## config.mk

```make
export PLATFORM = sky130hd
export DESIGN_NAME = run_checker_cnt
export DESIGN_NICKNAME = d
export VERILOG_FILES = /design/src/rtl/run_checker.sv
export SDC_FILE = /design/constraint.sdc
export NUM_CORES = 1
export LEC_CHECK = 0
export BUFFER_PORTS_ARGS = -buffer_cell sky130_fd_sc_hd__buf_2
export CAP_MARGIN = 10
export CELL_PAD_IN_SITES_DETAIL_PLACEMENT = 0
export CELL_PAD_IN_SITES_GLOBAL_PLACEMENT = 2
export CORE_MARGIN = 5
export CORE_UTILIZATION = 31
export CTS_BUF_LIST = sky130_fd_sc_hd__clkbuf_16
export DETAILED_ROUTE_END_ITERATION = 6
export PLACE_DENSITY = 0.77
export SYNTH_ARGS = -nofsm -noshare
export SYNTH_HDL_FRONTEND = slang
export SYNTH_SLANG_ARGS = --single-unit
```

## constraint.sdc

```tcl
create_clock -name clk -period 2 [get_ports clk]
set_input_delay 0.4 -clock clk [delete_from_list [all_inputs] [get_ports clk]]
set_output_delay 0.4 -clock clk [all_outputs]
set_load 0.005 [all_outputs]
```

## src/rtl/run_checker.sv

```systemverilog
// Run/scan checker: lets a core run until an idle-instruction streak or the
// watchdog ends it, then scans result memory against a reference table and
// scores matching words per category.

module run_checker_cnt #(
  parameter int CNT_W = 8
) (
  input  logic             clk,
  input  logic             rst_n,
  input  logic             clr,
  input  logic             inc,
  output logic [CNT_W-1:0] cnt
);
  logic [CNT_W-1:0] cnt_q, cnt_d;

  // Saturating at all-ones so a long scan never wraps a score back to zero.
  always_comb begin
    cnt_d = cnt_q;
    if (clr)                    cnt_d = '0;
    else if (inc && ~&cnt_q)    cnt_d = cnt_q + CNT_W'(1);
  end

  always_ff @(posedge clk or negedge rst_n) begin
    if (!rst_n) cnt_q <= '0;
    else        cnt_q <= cnt_d;
  end

  assign cnt = cnt_q;
endmodule


```

# --- Word-level counts from Yosys, hierarchy flattened ---
# Index checks and enable logic that the tools add are counted.
word_totals:
  output_inout_bits: 8
  reg_bits: 8
  in_bits: 4
  elab_cells: 8
op_classes:
  add_sub_neg: 1
  reduce_logical: 4
  muxes: 2
op_table:
  columns: ["op", "n"]
  rows:
  - ["two-way mux 8 bit", 2]
  - ["adder 8 x 1 -> 8 bit (second input constant)", 1]
  - ["AND reduction 8 bit", 1]
  - ["nonzero test 2 bit", 1]
  - ["logical AND 1 bit", 1]
  - ["zero test 1 bit", 1]

# --- Logic depth before layout (Yosys ltp) ---
depth:
  ltp_word: 5
  ltp_mapped: 4
  ltp_nobuf: 4

# --- Least setup slack after synthesis ---
# OpenSTA, ideal clock, no wires.
synth_path:
  kind: "register to register"
  start: "register cnt_q[0] (netlist: cnt[0])"
  end: "register cnt_q[5] (netlist: cnt[5])"
  required_ns: 1.875
  setup_time_ns: 0.125
  synth_period_minus_slack_ns: 1.554
  n_path_buf: 0
  stages_incl_launch_ff: 5
  arrival_time_ns: 1.429
  slack_ns: 0.446
  cell_sequence: "dfrtp_1 ha_1 and3_2 a211oi_2 mux2_4"
synth_between:
  elab_chain_len: 4
  word_cells_on_any_way: 7
  cone_classes: "add/sub (1); mux (2); reduce/logical (4)"
synth_rtl:
  columns: ["item", "line", "text"]
  rows:
  - ["from (decl)", "14", "logic [CNT_W-1:0] cnt_q, cnt_d;"]
  - ["from (signal assigned)", "25", "else cnt_q <= cnt_d;"]
  - ["parallel branches: the longest is 4 deep, another holds adder 8 x 1 -> 8 bit", null, null]
# Parallel ways; which one is timed is not known. The select of a mux whose other input is x is not followed.
# A chain may end at the register's enable or synchronous reset.

# --- Final worst setup path ---
# Same ends and word-level chain as after synthesis.

==> key figures <==
Pwr
  – Total power: 0.000539 W
  – Combinational Power Share: 0.056
  – Peak supply drop: 0.401 mV
  – P_int: 0.000439 W
  – Leakage power: 0.297 nW
  – Sequential group share of total power: 0.319
  – Sw frac: 0.187
  – Pwr dens: 842 nW/µm²
  – Net switching power: 0.000101 W
  – Clk network pwr share: 0.625

Placement
  – GPL Wtd Cong: 0.649
  – Place WS: 0.391 ns
  – Buffers on Ports: 11
  – Placed cell count: 72
  – HPWL Detailed: 795 µm

Finish
  – Max FFs per register: 8
  – Post-Route Utilization: 0.420
  – NumNets Final: 66
  – Share of cells above drive strength 1: 0.390
  – Most common cell after layout, fill and taps aside: buf_2
  – Final Non-Filler Cells: 75
  – Area Growth Syn to Fin: 26.7%
  – Commonest non-fill, non-tap cells in the layout: buf_2 (11), dfrtp_1 (8), nor2b_1 (4), nor2_1 (4), mux2_4 (4)
  – N_diodes: 0

Floorplanning
  – Die area: 2540 µm²
  – Die X: 50.4 µm
  – Initial core utilization: 0.332
  – Die height: 50.4 µm
  – Core ar.: 1520 µm²
  – I/O pin cnt: 12
  – FP Rows: 14

Clock network
  – Setup repair bufs after CTS: 0
  – CTS Sinks: 8
  – Worst-path clk slew: 0.04 ns
  – CTS buffer count: 3
  – CTS tree: yes
  – Root buffer cell: clkbuf_16
  – Clock Path Buffers: 2
  – CTS resizes: 0
  – Cts hold-fix bufs: 0
  – Worst skew pair latency: 0.23 ns
  – # H-tree levels: 1

STA
  – RSZ-0062 raised after global routing: no
  – Setup TNS Final: 0 ns
  – Final setup fails: 0
  – Worst Tran Pin Value: 0.324 ns
  – Final WS setup: 0.382 ns
  – Clock skew: 0.00109 ns
  – Fmax: 618 MHz
  – Period minus WS final: 1.62 ns
  – Rel. slew slack: 0.784
  – Final Max Tran Viols: 0
  – Fin crit share: 0.809
  – Final hold vios: 0

Global route
  – Initial antenna violation count: 0
  – First-pass GRT wire length: 1.94 mm
  – Vias in the first global route: 449
  – Tot GR Track Use: 0.106
  – Grt total ovfl: 0
  – Largest net degree at the start of global routing: 14

Detailed routing
  – Vias per std cell: 5.53
  – Drt drc: 0
  – Wire per inst: 14.9 µm
  – Drt first pass iters: 4
  – Initial DRC Count: 6
  – Final antenna-violating net count: 0
  – Routed WL: 1.12 mm
  – DR vias: 415

Synthesis
  – Syn_area_per_cell: 10.8 µm²
  – Compound-cell area share of the yosys netlist: 0.166
  – Synth Warn #: 0
  – Post-synthesis cell count: 47
  – Cell variety after synth: 25
  – Sequential share of the synthesized area: 0.396
  – Adder and majority gate portion of the synthesized area: 0.0248
  – Share of the synthesized area in the top cell type: 0.396
  – Largest family of logic cells by synthesized area: simple AND/OR/NAND/NOR gates
  – Seq cells post-synth: 8
  – Mapped Nets: 52
  – Top post-synthesis cells by area: dfrtp_1 (40%), mux2_4 (12%), nor2b_1 (5.0%)
  – Post-Synth Simple-Gate Area: 0.245
  – Largest area contributor in the synthesized netlist: dfrtp_1
  – Mux contribution to synthesized area: 0.139
  – Post-synthesis cell area: 505 µm²
  – Xor/xnor share of the synthesized area: 0

Worst setup path
  – Reg2reg setup slack: 0.38 ns
  – Worst R2R Path Depth: 4
  – Reg2reg end: cnt[5]
  – Worst Path Max Fanout: 6
  – Setup crit start: cnt[0]
  – CP required: 2.11 ns
  – Startpoint Class: register
  – WS Path Type: register to register
  – R2r startpoint: cnt[0]
  – Critical Path Sink Type: register
  – Worst EP arrival: 1.73 ns

Run
  – Max-Cap Viols: 0

Status
  – Status: finished clean

Min path
  – Hold WC Path Type: input port to asynchronous set/reset pin
[layer usage]
layer | routed length, µm | share of wire | vias up | track usage
met3 | 62 | 0.056 | 5 | 0.0444
met2 | 504 | 0.45 | 9 | 0.146
li1 | - | - | 205 | -
met4 | 38 | 0.034 | 0 | 0.0936
met5 | 0 | 0 | - | 0
met1 | 510 | 0.46 | 196 | 0.123
[power groups by stage]
stage	logic (W)	clock network (W)	registers (W)
floorplan	0.0000161	0	0.000174
global placement	0.0000314	0	0.000174
detailed placement	0.0000309	0	0.000174
CTS	0.0000309	0.000343	0.000172
global route	0.0000349	0.000355	0.000173
finish	0.0000301	0.000337	0.000172
[stage by stage]
step           area (µm²)  hold WS [ns]
6_report              641        0.0108
3_5_place_dp          566         0.261
4_1_cts               641        0.0182
5_1_grt               641        0.0291
2_1_floorplan         505         0.104
3_3_place_gp          566         0.262
[worst max-delay path by stage]
| stage | to | slack (ns) |
|---|---|---|
| 2_1_floorplan | cnt[5] | 0.45 |
| 3_3_place_gp | cnt[5] | 0.42 |
| 3_5_place_dp | cnt[5] | 0.39 |
| 4_1_cts | cnt[5] | 0.39 |
| 5_1_grt | cnt[5] | 0.35 |
| 6_report | cnt[5] | 0.38 |
[cell type report]
class                      count  area [µm²]
timing repair buffer          11        55.1
clock buffer                   3        75.1
tap                           16        20.0
sequential                     8         200
fill                         155         883
multi-input combinational     37         290
[critical path, cell delays in order (launching register included)]
cell and delay, ns:
dfrtp_1 0.42, ha_1 0.26, and3_2 0.25, a211oi_2 0.25
mux2_4 0.31
[cells by family after synthesis]
kind of cell | Yosys count
AND/OR/NAND/NOR | 21
AO/OA/AOI/OAI | 10
flip-flops | 8
multiplexers | 5
buffers and inverters | 2
adder cells (fa/ha/maj) | 1
[cell usage after synthesis, drive strengths merged]
master and count:
nor2 4, a21boi 2, buf 1, mux2i 1, nand3 1, nor4bb 1
nand4 2, a211oi 2, nand2 2, clkbuf 1, and4 2, nor3 1
mux2 4, nor2b 4, dfrtp 8, a311oi 1, a21oi 4, a41oi 1
nand2b 2, and3 2, ha 1
No activity file was read; power rests on OpenSTA's default activity.
